`config.mk`:
```
export PLATFORM = sky130hd
export DESIGN_NAME = median_filter_ctrl
export DESIGN_NICKNAME = d
export VERILOG_FILES = /design/src/rtl/median_filter_ctrl.sv
export SDC_FILE = /design/constraint.sdc
export NUM_CORES = 1
export LEC_CHECK = 0
export CORE_MARGIN = 5
export CORE_UTILIZATION = 43
export CTS_CLUSTER_DIAMETER = 100
export DETAILED_ROUTE_END_ITERATION = 8
export PLACE_DENSITY = 0.78
export REMOVE_ABC_BUFFERS = 1
export SLEW_MARGIN = 10
export SYNTH_ARGS = -nofsm -noshare
export SYNTH_HDL_FRONTEND = slang
export SYNTH_SLANG_ARGS = --single-unit
```
`constraint.sdc`:
```
create_clock -name clk -period 2.1 [get_ports clk]
set_input_delay 0.63 -clock clk [delete_from_list [all_inputs] [get_ports clk]]
set_output_delay 0.63 -clock clk [all_outputs]
set_load 0.005 [all_outputs]
```
`src/rtl/median_filter_ctrl.sv`:
```
// Framing controller for a free-running median filter.
// Launches one sample per cycle while a frame is open, replicates the first
// and last samples H times, and tags each launch so that only the medians of
// full, in-frame windows reach the output.
module median_filter_ctrl #(
    parameter int R_WIDTH  = 8,
    parameter int N        = 5,
    parameter int FILT_LAT = 2
) (
    input  logic               clk,
    input  logic               srst,
    input  logic [R_WIDTH-1:0] in_data,
    input  logic               in_valid,
    input  logic               in_sof,
    input  logic               in_eof,
    output logic               in_ready,
    output logic [R_WIDTH-1:0] filt_x,
    input  logic [R_WIDTH-1:0] filt_y,
    output logic [R_WIDTH-1:0] out_data,
    output logic               out_valid,
    output logic               out_last,
    output logic               err
);

    localparam int H  = (N - 1) / 2;
    // Wide enough for both the pad counter (0..H-1) and the launch index (0..2H).
    localparam int KW = $clog2(N);
    localparam logic [KW-1:0] K_MAX  = KW'(2 * H);
    localparam logic [KW-1:0] H_LAST = KW'((H > 0) ? H - 1 : 0);

    typedef enum logic [1:0] {IDLE, PRE, RUN, POST} state_t;

    state_t             state;
    logic [KW-1:0]      pad_cnt;
    logic [KW-1:0]      k;
    logic               eof_seen;
    // Tag shift register: [0] is loaded with the launch, [FILT_LAT] lines up with filt_y.
    logic [FILT_LAT:0]  vld_pipe;
    logic [FILT_LAT:0]  last_pipe;

    logic               launch;
    logic               restart;
    logic               last_launch;
    logic [R_WIDTH-1:0] next_x;
    logic [KW-1:0]      k_cur;
    logic               tag_vld;

    assign in_ready  = !srst && (state == IDLE || state == RUN);
    assign out_data  = filt_y;
    assign out_valid = vld_pipe[FILT_LAT];
    assign out_last  = last_pipe[FILT_LAT];

    // Decode what (if anything) is launched this cycle and how it is tagged.
    always_comb begin
        launch      = 1'b0;
        restart     = 1'b0;
        last_launch = 1'b0;
        next_x      = filt_x;
        case (state)
            IDLE: begin
                if (in_valid && in_sof) begin
                    launch      = 1'b1;
                    restart     = 1'b1;
                    next_x      = in_data;
                    last_launch = (H == 0) && in_eof;
                end
            end
            PRE: launch = 1'b1;
            RUN: begin
                // A missing beat relaunches the held sample as a frame sample.
                launch = 1'b1;
                if (in_valid) begin
                    next_x      = in_data;
                    last_launch = (H == 0) && in_eof;
                end
            end
            POST: begin
                launch      = 1'b1;
                last_launch = (pad_cnt == H_LAST);
            end
            default: launch = 1'b0;
        endcase
        k_cur   = restart ? '0 : k;
        tag_vld = launch && (k_cur >= K_MAX);
    end

    // Frame sequencer, launch register, tag pipeline and sticky error.
    always_ff @(posedge clk) begin
        if (srst) begin
            state     <= IDLE;
            filt_x    <= '0;
            pad_cnt   <= '0;
            k         <= '0;
            eof_seen  <= 1'b0;
            vld_pipe  <= '0;
            last_pipe <= '0;
            err       <= 1'b0;
        end else begin
            vld_pipe  <= {vld_pipe[FILT_LAT-1:0], tag_vld};
            last_pipe <= {last_pipe[FILT_LAT-1:0], tag_vld && last_launch};

            if (launch) begin
                filt_x <= next_x;
                k      <= (k_cur >= K_MAX) ? K_MAX : k_cur + KW'(1);
            end

            case (state)
                IDLE: begin
                    if (in_valid && !in_sof) begin
                        err <= 1'b1;
                    end else if (in_valid) begin
                        eof_seen <= in_eof;
                        pad_cnt  <= '0;
                        if (H > 0)       state <= PRE;
                        else if (in_eof) state <= IDLE;
                        else             state <= RUN;
                    end
                end
                PRE: begin
                    if (pad_cnt == H_LAST) begin
                        pad_cnt <= '0;
                        state   <= eof_seen ? POST : RUN;
                    end else begin
                        pad_cnt <= pad_cnt + KW'(1);
                    end
                end
                RUN: begin
                    if (!in_valid || in_sof) err <= 1'b1;
                    if (in_valid && in_eof) begin
                        pad_cnt <= '0;
                        state   <= (H > 0) ? POST : IDLE;
                    end
                end
                POST: begin
                    if (pad_cnt == H_LAST) begin
                        pad_cnt <= '0;
                        state   <= IDLE;
                    end else begin
                        pad_cnt <= pad_cnt + KW'(1);
                    end
                end
                default: state <= IDLE;
            endcase
        end
    end

endmodule

```
* Word-level counts from Yosys, hierarchy flattened
Index checks and enable logic that the tools add are counted.
** Cells by class
- $add $sub $neg :: 2
- Multiply operators :: 0
- Div/mod/pow operators :: 0
- Order comparisons :: 1
- Equal/unequal tests :: 13
- Shift-type cells :: 0
- Muxes and demuxes :: 24
- Bitwise gates (word level) :: 1
- Reduce and logical (&&, ||, !) cells :: 20
** Operators with widths (count)
- 3-bit 2-to-1 mux :: 6
- 8-bit 2-to-1 mux :: 2
- 8-bit one-hot mux with 2 select lines :: 1
- 2-bit 2-to-1 mux :: 5
- 2-bit inequality test (second input constant) :: 5
- 3-bit one-hot mux with 3 select lines :: 1
- 3-bit AND reduction :: 3
- 2-bit by 1-bit inequality test with 1-bit output (second input constant) :: 4
- 2-bit one-hot mux with 4 select lines :: 1
- 3-bit by 1-bit adder with 3-bit output (second input constant) :: 2
- 1-bit logical AND :: 6
- 1-bit 2-to-1 mux :: 6
- 5-bit AND reduction :: 1
- 2-bit equality test (second input constant) :: 2
- 1-bit one-hot mux with 2 select lines :: 2
- 4-bit AND reduction :: 1
- 3-bit by 1-bit equality test with 1-bit output (second input constant) :: 1
- 3-bit >= comparator (second input constant) :: 1
- 1-bit zero test :: 3
- 3-bit OR reduction :: 1
- 2-bit by 1-bit equality test with 1-bit output (second input constant) :: 1
- 2-bit zero test :: 1
- 1-bit logical OR :: 2
- 2-bit nonzero test :: 1
- other kinds (2) :: 2
** Storage, ports and cells
- Register bits :: 24
- Bits in latches :: 0
- RAM bits :: 0
- Bits in read-only memories :: 0
- Input bits :: 21
- Output and inout bits :: 20
- Memories kept :: 0

* Logic depth before layout (Yosys ltp)
Gate-level depths: netlist of the first run.
- Depth in word-level cells :: 7
- Gate-level depth with buffers :: 7
- Gate-level depth less buffers :: 6

* Worst setup path after synthesis of the first run
No wires, ideal clock.
- Path type :: register to register
- Start point :: reg state[1]
- End point :: reg pad_cnt[1]
- Library setup time :: 0.071 ns
- Arrival :: 1.614 ns
- Path slack :: 0.416 ns
- Stages on the path, launching flop included :: 7
- Path through :: dfxtp_1 -> inv_1 -> ha_1 -> or2b_1 -> nand3_2 -> or4_1 -> a21oi_1
** Between the ends
- Word-level cells in the longest chain between the ends :: 3
- Elaborated cells between the ends (all ways) :: 10
** RTL lines
- start, declared :: line 33 : state_t state;
- start signal, assigned :: line 122 : state <= eof_seen ? POST : RUN;
- start signal, assigned :: line 131 : state <= (H > 0) ? POST : IDLE;
- 2-bit equality test, or another cell as far along :: line 107 : case (state)
- 2-bit OR reduction (no line), or another cell as far along
- 3-bit one-hot mux with 3 select lines / 3-bit AND reduction (equally long branches)
- end signal, assigned :: line 124 : pad_cnt <= pad_cnt + KW'(1);
- end signal, assigned :: line 139 : pad_cnt <= pad_cnt + KW'(1);
- end, declared :: line 34 : logic [KW-1:0] pad_cnt;
Parallel ways exist; a longest one is shown, timed or not.
A chain may end at the register's enable or synchronous reset.

* Worst setup path after layout of the first run
- Start point :: in srst
- End point :: out in_ready
** Between the ends
- Word-level cells in the longest chain between the ends :: 2
** RTL lines
- start, declared :: line 11 : input logic srst,
- 1-bit zero test :: line 48 : assign in_ready = !srst && (state == IDLE || state == RUN);
- 1-bit logical AND :: line 48
- end, declared :: line 16 : output logic in_ready,
Every way passes these cells.

==> results.toml, run 1 <==
[outcome]
status = "completed"

[synthesis]
synth_top_flop_cell = "dfxtp_1"
synth-simple-area-share = 0.2117
synth_edf_count = 0
synth_compound_area_frac = 0.1104
synthCells = 121
yosys_register_bits = 24
async_flop_share = 0
yosysWarnings = 0
synth.cell_area_um2 = 1111
synthAdderAreaFrac = 0.06757
syn_avg_cell_area_um2 = 9.182
yosys.cell_types.count = 30
muxShareOfSynthArea = 0.09910
seq_area_frac_synth = 0.4324
synth_top_family_by_area = "simple AND/OR/NAND/NOR gates"
synth_xor_area_frac = 0

[clock_tree]
cts.sinks = 24
clkLatencyLatePin_ps = 310
cts.clk_slew.worst_paths_ps = 130
cts_tree = "built"
cts-root-buf = "clkbuf_4"
cts_buffers = 3
htreeDepth = 1
cts_buffer_depth = 2

[timing]
setup_viol = 0
clock_skew_ps = 2.435
max_clock_freq_mhz = 488.7
period_share = 0.9744
worst_slew_pin_slew_ps = 345.9
hold_viol_final = 0
slew_viol_final = 0
min_period_ps = 2046
max_slew_margin = 0.7685

[critical_path]
critical_path.max_fanout = 2
crit_required_ps = 1470
arrival_ps = 1420
cp-start-kind = "input pin"
path_class = "input pin to output port"
crit_path_end_kind = "output port"

[power]
p_sw_frac = 0.3217
power_mw = 1.528
max-vdd-ir-drop_uv = 587.4
p_seq_frac = 0.384
internal_power_mw = 1.036
comb_power_share = 0.400
clock_power_share = 0.215
power.density_nw_per_um2 = 1061
power.switching_mw = 0.4915
p_leak_nw = 0.5745

[route]
drc = 0
routedWlPerCell_um = 12.73
via_per_inst = 5.206
drt_pass1_iterations = 4
vias = 911
drt_wl_total_um = 2228
ant_nets = 0
first_iter_violations = 26

[worst_hold_path]
min_path_type = "flop to flop"

[global_routing]
grtUsageTotal = 0.1273
grt_pass1_wl_um = 3601
grt_max_degree = 25
grt_pass1_vias = 881
grt.overflow.total = 0
antenna_found_initial = 0

[place]
place_area_um2 = 1361
io_buffer_count = 24
dp.cells = 170
hpwl_um = 1693
finalWeightedCongestion = 0.6990

[job]
cap_violations = 0

[final_layout]
layout_common_cells = "23 x clkdlybuf4s50_1, 22 x dfxtp_1, 18 x nor2_1, 11 x mux2i_1"
drive_gt1_frac = 0.1310
syn2layout_area_growth_pct = 29.62
antenna_cells = 0
fin_area_um2 = 1440
fin_cells = 175
fin_nets = 173
layout_commonest_cell = "clkdlybuf4s50_1"

[floorplanning]
start_util = 0.4485
dieArea_um2 = 3700
coreArea_um2 = 2477
die_y_um = 60.83
chipWidth_um = 60.83
rows = 18
io_pins = 41
[repair_timing]
item                                   in CTS  in global routing
setup endpoints to repair                   1                  1
endpoints found under the hold margin       0                  0
buffers inserted                            0                  1
gates resized for setup                     4                  4
hold buffers                                0                  0
[flip-flops by register name, indices dropped and copies added (netlist names)]
name       cells
vld_pipe       3
err            1
k              3
state          2
eof_seen       1
pad_cnt        3
last_pipe      3
filt_x         8
[worst max-delay path, stage by stage]
cell	delay (ps)
clkdlybuf4s50_1	480
nor2_1	50
dlygate4sd2_1	250
[final timing paths]
path | depth (start not counted) | to | from | slack, ps
worst min-delay path | 1 | vld_pipe[2] | vld_pipe[1] | 460
worst min register to register | 1 | vld_pipe[2] | vld_pipe[1] | 460
worst max register to register | 6 | pad_cnt[1] | state[0] | 300
worst max-delay path | 3 | in_ready | srst | 50
[cells by family (layout without fill, tap and decap cells)]
family | count (synthesis) | after routing
adders and majority gates | 6 | 6
AOI/OAI and AO/OA | 19 | 19
muxes | 11 | 11
DFF | 24 | 24
buffers and inverters | 15 | 39
and+or+nand+nor | 46 | 46
[synthesized netlist by cell type, types with 2 or more instances]
cell       n  area, µm²
nor2b_1    5      31.28
or3_1      3      18.77
nor2_1    19      71.32
a21oi_1    7      35.03
dfxtp_1   24      480.5
mux2i_1   11      110.1
ha_1       6      75.07
buf_4      8      60.06
nand2_1    5      18.77
inv_1      4      15.01
nand2b_1   3      18.77
clkbuf_1   2      7.510
nand3_1    3      15.01
o21ai_0    5      25.02
[stage by stage]
step                      setup WS (ps)  TNS (ps)  hold slack [ps]  utilization
after CTS                         4.772         0            465.2       0.5717
after floorplan                   416.7         0            413.8            -
after global placement           -181.4    -181.4            416.7       0.5495
final                             53.67         0            460.5       0.5813
after detailed placement         -215.7    -215.7            431.9       0.5495
after global routing             -10.31    -10.31            469.4       0.5813
[layout make-up]
type                    count  area [µm²]
clock buffers               3       22.52
clock inverters             1       30.03
fillers                   229        1037
inverters                   4       15.01
multi-input cells          82       558.0
flip-flops and latches     24       485.5
well taps                  30       37.54
repair buffers             31       291.5
[power groups by stage]
| stage | Clock [mW] | Combinational, mW | Sequential (mW) |
|---|---|---|---|
| 6_report | 0.329 | 0.612 | 0.587 |
| 5_1_grt | 0.354 | 0.697 | 0.600 |
| 4_1_cts | 0.339 | 0.582 | 0.586 |
| 3_5_place_dp | 0 | 0.582 | 0.594 |
| 3_3_place_gp | 0 | 0.555 | 0.585 |
| 2_1_floorplan | 0 | 0.365 | 0.585 |
[routing by layer]
layer  share of wire  track usage  vias to the layer above
met5               0            0                        -
met4           0.012      0.05573                        0
met3           0.081      0.04043                        2
met2            0.51       0.2198                       34
met1            0.40       0.1430                      423
li1                -            -                      452
No activity file was read; power rests on OpenSTA's default activity.
==> run 2, diff against run 1 <==
SKIP_LAST_GASP = 1   (was unset)
==> results of run 2 <==
Same layout as run 1: the final DEF is identical, and so are final timing and power.
